<file path="src/rtl/uart_rx_cfg_pkg.sv">
// Shared definitions for the configurable UART receiver: FSM state
// encoding, parity mode codes and small combinational helpers.
package uart_rx_cfg_pkg;

    typedef enum logic [2:0] {
        ST_IDLE   = 3'd0,
        ST_START  = 3'd1,
        ST_DATA   = 3'd2,
        ST_PARITY = 3'd3,
        ST_STOP   = 3'd4
    } rx_state_t;

    localparam logic [1:0] PAR_NONE = 2'b00;
    localparam logic [1:0] PAR_EVEN = 2'b01;
    localparam logic [1:0] PAR_ODD  = 2'b10;

    // Mode 2'b11 is treated like "none".
    function automatic logic parity_on(input logic [1:0] mode);
        return (mode == PAR_EVEN) || (mode == PAR_ODD);
    endfunction

    // Requested word length, with out-of-range requests mapped to the maximum.
    function automatic logic [3:0] eff_nbits(input logic [3:0] req,
                                             input logic [3:0] max_bits);
        return ((req >= 4'd5) && (req <= max_bits)) ? req : max_bits;
    endfunction

    function automatic logic maj3(input logic a, input logic b, input logic c);
        return (a & b) | (a & c) | (b & c);
    endfunction

endpackage

</file>
<file path="src/rtl/uart_rx_sampler.sv">
// Line front end: 2-FF synchroniser plus a two-deep tick-sampled history,
// so the majority of the last three tick samples is available on the
// tick that makes a bit decision.
module uart_rx_sampler
    import uart_rx_cfg_pkg::*;
(
    input  logic clk,
    input  logic i_rst,
    input  logic i_rx,
    input  logic i_stick,
    output logic rxs,
    output logic majority
);

    logic       sync_p0;
    logic       sync_p1;
    logic [1:0] hist;

    // Two-flop synchroniser; idles high so reset does not look like a start bit.
    always_ff @(posedge clk or posedge i_rst) begin
        if (i_rst) begin
            sync_p0 <= 1'b1;
            sync_p1 <= 1'b1;
        end else begin
            sync_p0 <= i_rx;
            sync_p1 <= sync_p0;
        end
    end

    assign rxs = sync_p1;

    // Keep the two previous tick samples; the current one is rxs itself.
    always_ff @(posedge clk or posedge i_rst) begin
        if (i_rst) begin
            hist <= 2'b11;
        end else if (i_stick) begin
            hist <= {hist[0], rxs};
        end
    end

    assign majority = maj3(hist[1], hist[0], rxs);

endmodule

</file>
<file path="src/rtl/uart_rx_cfg.sv">
// Runtime-configurable UART receiver: 5..NB_DATA data bits, none/even/odd
// parity, one or two stop bits, with false-start rejection, majority-vote
// bit decisions and parity/framing/break reporting.
module uart_rx_cfg
    import uart_rx_cfg_pkg::*;
#(
    parameter int NB_DATA   = 8,
    parameter int NB_TCOUNT = 4
) (
    input  logic               clk,
    input  logic               i_rst,
    input  logic               i_rx,
    input  logic               i_stick,
    input  logic [3:0]         i_nbits,
    input  logic [1:0]         i_parity,
    input  logic               i_stop2,
    output logic [NB_DATA-1:0] o_data,
    output logic               o_rx_done,
    output logic               o_parity_err,
    output logic               o_frame_err,
    output logic               o_break,
    output logic               o_busy
);

    localparam logic [NB_TCOUNT-1:0] CNT_MID  = NB_TCOUNT'((2 ** NB_TCOUNT) / 2 - 1);
    localparam logic [NB_TCOUNT-1:0] CNT_LAST = {NB_TCOUNT{1'b1}};
    localparam logic [3:0]           MAX_BITS = 4'(NB_DATA);

    rx_state_t            state;
    rx_state_t            state_next;
    logic [NB_TCOUNT-1:0] tcount;
    logic [3:0]           bit_idx;
    logic [NB_DATA-1:0]   shreg;
    logic [3:0]           nbits_l;
    logic [1:0]           parity_l;
    logic                 stop2_l;
    logic                 stop_idx;
    logic                 par_bit;
    logic                 armed;

    logic                 rxs;
    logic                 majority;

    logic                 sample_mid;
    logic                 decide;
    logic                 start_go;
    logic                 bit_end;
    logic                 data_bit;
    logic                 par_take;
    logic                 stop_next;
    logic                 frame_end;
    logic                 end_ferr;

    uart_rx_sampler u_sampler (
        .clk      (clk),
        .i_rst    (i_rst),
        .i_rx     (i_rx),
        .i_stick  (i_stick),
        .rxs      (rxs),
        .majority (majority)
    );

    assign sample_mid = i_stick && (tcount == CNT_MID);
    assign decide     = i_stick && (tcount == CNT_LAST);

    // State register.
    always_ff @(posedge clk or posedge i_rst) begin
        if (i_rst) begin
            state <= ST_IDLE;
        end else begin
            state <= state_next;
        end
    end

    // Next-state logic and single-cycle datapath strobes.
    always_comb begin
        state_next = state;
        start_go   = 1'b0;
        bit_end    = 1'b0;
        data_bit   = 1'b0;
        par_take   = 1'b0;
        stop_next  = 1'b0;
        frame_end  = 1'b0;
        end_ferr   = 1'b0;
        case (state)
            ST_IDLE: begin
                if (i_stick && !rxs && armed) begin
                    state_next = ST_START;
                    start_go   = 1'b1;
                end
            end
            ST_START: begin
                // Mid start bit: a high line here means the edge was a glitch.
                if (sample_mid) begin
                    state_next = rxs ? ST_IDLE : ST_DATA;
                end
            end
            ST_DATA: begin
                if (decide) begin
                    bit_end  = 1'b1;
                    data_bit = 1'b1;
                    if (bit_idx == (nbits_l - 4'd1)) begin
                        state_next = parity_on(parity_l) ? ST_PARITY : ST_STOP;
                    end
                end
            end
            ST_PARITY: begin
                if (decide) begin
                    bit_end    = 1'b1;
                    par_take   = 1'b1;
                    state_next = ST_STOP;
                end
            end
            ST_STOP: begin
                if (decide) begin
                    bit_end = 1'b1;
                    if (!majority) begin
                        // A low stop bit ends the frame at once.
                        frame_end  = 1'b1;
                        end_ferr   = 1'b1;
                        state_next = ST_IDLE;
                    end else if (stop2_l && !stop_idx) begin
                        stop_next = 1'b1;
                    end else begin
                        frame_end  = 1'b1;
                        state_next = ST_IDLE;
                    end
                end
            end
            default: begin
                state_next = ST_IDLE;
            end
        endcase
    end

    // Tick counter: advances on ticks while framing, clears on every transition.
    always_ff @(posedge clk or posedge i_rst) begin
        if (i_rst) begin
            tcount <= '0;
        end else if ((state_next != state) || bit_end) begin
            tcount <= '0;
        end else if (i_stick && (state != ST_IDLE)) begin
            tcount <= tcount + 1'b1;
        end
    end

    // Frame configuration capture and bit assembly.
    always_ff @(posedge clk or posedge i_rst) begin
        if (i_rst) begin
            nbits_l  <= MAX_BITS;
            parity_l <= PAR_NONE;
            stop2_l  <= 1'b0;
            shreg    <= '0;
            bit_idx  <= '0;
            stop_idx <= 1'b0;
            par_bit  <= 1'b0;
        end else begin
            if (start_go) begin
                nbits_l  <= eff_nbits(i_nbits, MAX_BITS);
                parity_l <= i_parity;
                stop2_l  <= i_stop2;
                shreg    <= '0;
                bit_idx  <= '0;
                stop_idx <= 1'b0;
                par_bit  <= 1'b0;
            end
            if (data_bit) begin
                for (int i = 0; i < NB_DATA; i++) begin
                    if (bit_idx == 4'(i)) begin
                        shreg[i] <= majority;
                    end
                end
                bit_idx <= bit_idx + 4'd1;
            end
            if (par_take) begin
                par_bit <= majority;
            end
            if (stop_next) begin
                stop_idx <= 1'b1;
            end
        end
    end

    // Start qualification: after a framing error the line must go high again.
    always_ff @(posedge clk or posedge i_rst) begin
        if (i_rst) begin
            armed <= 1'b0;
        end else if (frame_end && end_ferr) begin
            armed <= 1'b0;
        end else if ((state == ST_IDLE) && rxs) begin
            armed <= 1'b1;
        end
    end

    // Result registers, updated only when a frame completes.
    always_ff @(posedge clk or posedge i_rst) begin
        if (i_rst) begin
            o_rx_done    <= 1'b0;
            o_data       <= '0;
            o_parity_err <= 1'b0;
            o_frame_err  <= 1'b0;
            o_break      <= 1'b0;
        end else begin
            o_rx_done <= frame_end;
            if (frame_end) begin
                o_data       <= shreg;
                o_parity_err <= parity_on(parity_l) &&
                                ((parity_l == PAR_EVEN) ? (^shreg ^ par_bit)
                                                        : ~(^shreg ^ par_bit));
                o_frame_err  <= end_ferr;
                o_break      <= end_ferr && (shreg == '0) &&
                                !(parity_on(parity_l) && par_bit);
            end
        end
    end

    assign o_busy = (state != ST_IDLE);

endmodule

</file>
<file path="config.mk">
export PLATFORM = sky130hd
export DESIGN_NAME = uart_rx_cfg
export DESIGN_NICKNAME = d
export VERILOG_FILES = /design/src/rtl/uart_rx_cfg_pkg.sv /design/src/rtl/uart_rx_sampler.sv /design/src/rtl/uart_rx_cfg.sv
export SDC_FILE = /design/constraint.sdc
export NUM_CORES = 1
export LEC_CHECK = 0
export CORE_MARGIN = 2
export CORE_UTILIZATION = 40
export CTS_BUF_LIST = sky130_fd_sc_hd__clkbuf_2 sky130_fd_sc_hd__clkbuf_4 sky130_fd_sc_hd__clkbuf_8
export CTS_CLUSTER_SIZE = 12
export DETAILED_ROUTE_END_ITERATION = 10
export MAX_ROUTING_LAYER = met4
export PLACE_DENSITY = 0.6
export SLEW_MARGIN = 20
export SYNTH_ARGS = -nofsm -noshare
export SYNTH_HDL_FRONTEND = slang
export SYNTH_SLANG_ARGS = --single-unit
export TNS_END_PERCENT = 10
</file>
<file path="constraint.sdc">
create_clock -name clk -period 2.9 [get_ports clk]
set_clock_uncertainty 0.1 [all_clocks]
set_input_delay 0.29 -clock clk [delete_from_list [all_inputs] [get_ports clk]]
set_output_delay 0.29 -clock clk [all_outputs]
set_load 0.02 [all_outputs]
</file>
# After elaboration in Yosys (flattened, before gate mapping)
# Cells that the tools add are included.
dict set report totals {
  ff_bits 45
  in_bits 11
  out_inout_bits 13
  word_cells 125
}
dict set report op_classes {
  addsub 3
  n_lt_le_gt_ge 2
  n_eq_ne 17
  mux 49
  bitwise 7
  n_reduce_logical 29
}
# operator count
set ops {}
lappend ops {{$mux 1} 31}
lappend ops {{$mux 3} 9}
lappend ops {{$eq 4x3->1 const B} 5}
lappend ops {{$mux 4} 5}
lappend ops {{$mux 8} 2}
lappend ops {{$pmux 3 s5} 1}
lappend ops {{$logic_and 1x1->1} 13}
lappend ops {{$reduce_bool 2->1} 5}
lappend ops {{$add 4x1->4 const B} 2}
lappend ops {{$eq 4x2->1 const B} 2}
lappend ops {{$logic_not 8->1} 1}
lappend ops {{$reduce_xor 8->1} 1}
lappend ops {{$eq 3x2->1 const B} 2}
lappend ops {{$eq 4x1->1 const B} 1}
lappend ops {{$eq 4x4->1} 1}
lappend ops {{$eq 4x4->1 const B} 1}
lappend ops {{$ge 4x3->1 const B} 1}
lappend ops {{$le 4x4->1 const B} 1}
lappend ops {{$logic_not 4->1} 1}
lappend ops {{$sub 4x1->4 const B} 1}
lappend ops {{$and 1x1->1} 3}
lappend ops {{$eq 3x1->1 const B} 1}
lappend ops {{$eq 3x3->1 const B} 1}
lappend ops {{$logic_not 1->1} 3}
lappend ops {{other kinds (11)} 13}

# Logic depth before layout (Yosys ltp)
dict set report depth {
  ltp_word 9
  mapped_depth 7
  depth_no_buf 6
}

# Hierarchy
# A second synthesis with hierarchy kept.
dict set report unflattened {
  hier_cells 224
  hier_area_um2 2265.9
}
# mod instances cells_each area_each_um2 seq_area_each_um2
set by_module_without_submodules {}
lappend by_module_without_submodules {uart_rx_cfg 1 216 2123.3 1027.2}
lappend by_module_without_submodules {uart_rx_sampler 1 8 142.6 105.1}

# Worst setup path after synthesis
# Ideal clock, no wire load.
dict set report synth_timing {
  path_type {register to register}
  startpoint {register tcount[0]}
  endpoint {register o_data[0]}
  setup_time_ns 0.125
  arrival_time_ns 1.797
  required_ns 2.675
  setup_slack_ns 0.878
  path_stages_with_launch 8
  path_buffers 2
  synth_period_minus_slack_ns 2.022
  cell_sequence {dfrtp_1 > ha_1 > nand4_4 > or3_1 > buf_6 > nor2_4 > buf_8 > mux2_4}
}
dict set report synth_between {
  elab_chain_len 4
}
# element line
set synth_rtl {}
lappend synth_rtl {{from (decl)} uart_rx_cfg.sv:31} ;# logic [NB_TCOUNT-1:0] tcount;
lappend synth_rtl {{from (signal assigned)} uart_rx_cfg.sv:143} ;# tcount <= tcount + 1'b1;
lappend synth_rtl {{$eq 4x4->1} uart_rx_cfg.sv:64} ;# assign decide = i_stick && (tcount == CNT_LAST);
lappend synth_rtl {{$logic_and 1x1->1} uart_rx_cfg.sv:64}
lappend synth_rtl {{$mux 1} uart_rx_cfg.sv:115} ;# if (decide) begin
lappend synth_rtl {{$mux 1} uart_rx_cfg.sv:85} ;# case (state)
lappend synth_rtl {{named net frame_end} uart_rx_cfg.sv:51} ;# logic frame_end;
lappend synth_rtl {{to (signal assigned)} uart_rx_cfg.sv:206} ;# o_data <= shreg;
lappend synth_rtl {{to (decl)} uart_rx_cfg.sv:17} ;# output logic [NB_DATA-1:0] o_data,
# The timed path passes the listed nets, and every way through them passes these cells.
# A chain may end at the register's enable or synchronous reset.

# Worst setup path after layout
dict set report layout_timing {
  startpoint {register tcount[0]}
  endpoint {register o_data[7]}
}
dict set report layout_between {
  elab_chain_len 4
}
# element line
set layout_rtl {}
lappend layout_rtl {{$eq 4x4->1} uart_rx_cfg.sv:64}
lappend layout_rtl {{$logic_and 1x1->1} uart_rx_cfg.sv:64}
lappend layout_rtl {{$mux 1} uart_rx_cfg.sv:115}
lappend layout_rtl {{$mux 1} uart_rx_cfg.sv:85}
# No other way between the ends.

==> results.md <==
* Worst setup path endpoint: o_data[7]$_DFFE_PP0P_
* CP Launch Type: flip-flop
* CP delay by family, top: simple AND/OR/NAND/NOR gates
* Gr usage total at between 15 and 20%
* ANT nets after route at 0
* Vias at 1,600
* WP data arrival at 2.38 ns
* WL/cell at about 13 um
* Post-CTS Hold Buffers at 0
* Post-synth top flop: dfrtp_1
* Mean Syn Cell Area at ~11 um^2
* Initial antenna violation count at 0
* RSZ-0062 raised after global routing: no
* Most common library cells after synthesis: dfrtp_1, nand2_1, inv_1, nor2_1
* Endpoints failing hold at 0
* Outcome: finished, final reports clean
* Die H at approximately 81 um
* CP startpoint: tcount[0]$_DFFE_PP0P_
* Synth Warn # at 0
* Area contributors post-synth: dfrtp_1, ha_1, dfstp_2, mux2_4, mux2i_1
* Peak VDD IR at roughly 240 uV
* Placer Congestion at roughly 0.78
* Final worst setup slack at approximately 0.6 ns
* Detailed Route WL at roughly 4200 um
* Tot Pwr at 1809 uW
* Gr ovfl total at 0
* Synth cell types at 44
* Final HPWL DP at ~3100 um
* Data required, critical path at 2.98 ns
* R2R Setup Slk at ~0.60 ns
* Vias per cell at roughly 5
* Non-filler instance count after layout at between 300 and 400
* ANT cells at 0
* Synth area leader: dfrtp_1
* Final setup fails at 0
* CTS Sinks at 45
* CTS clk-pin slew, worst paths at approximately 0.08 ns
* Cell count after synthesis at roughly 230
* Nature of the critical path endpoint: flip-flop
* First DRT Iteration DRCs at 80
* CP bufs+invs at 0
* Post-synth EDFFs at 0
* Input/output buffers at 23
* Hold crit path type: reg -> reg
* Ys async rst share at 100.0%
* Area share of the largest cell type after synthesis at 42.19%
* TNS Setup at 0 ns
* Area after DPL at roughly 2700 um^2
* CP Cell Sequence: ha_1 > nand4_4 > or3_1 > nor2_4 > mux2_2
* DIE WIDTH at ~81 um
* # H-tree levels at 2
* Worst-margin pin slew at ~0.73 ns
* Pleak at about 0.0013 uW
* First-pass GRT wire length at around 7300 um
* Area Overhead vs Synth at 16.56%
* Net count reported at finish at ~270
* Die area at 6563 um^2
* CTS tree: done
* Post-placement cell count at 320
* Row Count at 28
* CP Max Fanout at 11
* Design area at 2765 um^2
* FF-to-FF End: o_data[7]$_DFFE_PP0P_
* Worst path slowest cell: or3_1
* Drt pass-1 iters at 4
* Post-Syn Area at 2372 um^2
* Core Region at approximately 5800 um^2
* Maximum clock frequency at 434.8 MHz
* Cts bufs inserted at 5
* Post-CTS Setup Bufs at 0
* Clock Latency Late Sink at just under 0.3 ns
* Seq/Total Area, Yosys at 47.73%
* Largest net degree at the start of global routing at 46
* PwrDens at roughly 650 nW/um^2
* Max-cap viol count at 0
* Crit Reg-Reg Startpoint: tcount[0]$_DFFE_PP0P_
* Relative slew margins at slightly above 50%
* Critical Path Max Stage Delay at approximately 0.5 ns
* Final Max Slew Viols at 0
* Vias in the first global route at roughly 1,500
* # resized after CTS at 0
* Top-level port count at 24
* Flops & latches, synth at 45
* Dpl ws at between 0.4 and 0.5 ns
* Crit share post-route at 79.32%
* CP Depth at 5
* Starting density of the core at between 40 and 50%
* Fraction of layout cells with a size suffix above 1 at roughly 15%
* Clk buf depth at 2
* WS Path Type: reg -> reg
* Most frequent cell after synthesis: dfrtp_1
* Post-route DRC at 0
* R2R cell count at 5
* CTS root buffer: clkbuf_8
* Syn Nets at between 200 and 250
* Final worst path period need at around 2.3 ns
## routing by layer
layer  up-vias  global-route usage, %  routed length, um
met4         0                  4.576                 66
met5         -                      -                  0
li1        805                      -                  -
met2        25                  22.64               1958
met1       765                  20.90               2066
met3         5                  2.667                133
## how the worst min path moves through the flow
stage / startpoint / end / slack, ns / cells after the start
2_1_floorplan: i_rx / u_sampler.sync_p0$_DFF_PP1_ / 0.19 / 0
3_3_place_gp: u_sampler.sync_p0$_DFF_PP1_ / u_sampler.rxs$_DFF_PP1_ / 0.25 / 0
3_5_place_dp: u_sampler.sync_p0$_DFF_PP1_ / u_sampler.rxs$_DFF_PP1_ / 0.25 / 0
4_1_cts: u_sampler.sync_p0$_DFF_PP1_ / u_sampler.rxs$_DFF_PP1_ / 0.26 / 0
5_1_grt: u_sampler.sync_p0$_DFF_PP1_ / u_sampler.rxs$_DFF_PP1_ / 0.27 / 0
6_report: u_sampler.sync_p0$_DFF_PP1_ / u_sampler.rxs$_DFF_PP1_ / 0.26 / 0
## placed cells by master (no fill, tap or decap), types with 2 or more instances in the layout
cell             netlist  routed
a211o_1                2       2
a21oi_1                6       6
a31o_2                 2       2
and2_1                 4       4
buf_4                  0       4
clkbuf_8               0       5
clkdlybuf4s50_1        0      23
clkinv_2               0       2
dfrtp_1               40      40
dfstp_2                5       5
ha_1                  11      11
inv_1                 24      23
mux2_2                 7       7
mux2_4                 7       7
mux2i_1               10      10
nand2_1               26      26
nand3_1                7       7
nand4_1                2       2
nor2_1                13      13
nor2b_1                2       2
nor3_1                 4       4
nor4_1                 2       2
o21ai_0                7       7
o22ai_1                2       2
xnor2_1               11      11
xor2_1                 6       6
## sequential cells by signal (all words and copies together) (netlist names)
name and flops:
u_sampler.hist 2, par_bit 1, parity_l 2, u_sampler.rxs 1, armed 1, o_frame_err 1, u_sampler.sync_p0 1, stop_idx 1
bit_idx 4, nbits_l 4, shreg 8, state 3, o_rx_done 1, o_parity_err 1, o_data 8, stop2_l 1
tcount 4, o_break 1
## area by class of cell
cell class | instances | area, um^2
Clock inverter | 2 | 10.01
Fill cell | 553 | 3050
Inverter | 24 | 90.09
Timing Repair Buffer | 27 | 260.3
Sequential cell | 45 | 1132
Tap cell | 75 | 93.84
Multi-Input combinational cell | 149 | 1102
Clock buffer | 6 | 76.32
## worst reg2reg max path: cells and delay by family (launching register included)
family                   cells  cell delay (ns)
flip-flops                   1             0.40
AND/OR/NAND/NOR              3             1.04
multiplexers                 1             0.38
adder cells (fa/ha/maj)      1             0.27
## power breakdown
part | leakage (uW) | switching, uW | total [uW] | internal (uW)
Combinational | 0.000644 | 283 | 554 | 272
Sequential | 0.000572 | 125 | 867 | 742
Clock | 0.0000484 | 211 | 388 | 177
Total | 0.00126 | 619 | 1810 | 1190
## cell families after synthesis
| family | count (synthesis) | synth area share [%] |
|---|---|---|
| adders and majority gates | 12 | 6.224 |
| muxes | 24 | 11.97 |
| xor gates and xnor gates | 17 | 6.276 |
| buffers and inverters | 31 | 5.802 |
| and+or+nand+nor | 70 | 14.93 |
| AOI/OAI and AO/OA | 26 | 7.068 |
| DFF | 45 | 47.73 |
## stage by stage
step	hold slack [ns]	utilization, %
floorplan	0.1945	-
global placement	0.2461	46.06
detailed placement	0.2476	46.06
CTS	0.2618	47.55
global route	0.2684	47.55
finish	0.2562	47.55
Note: power is estimated with default switching activity, not from simulation.
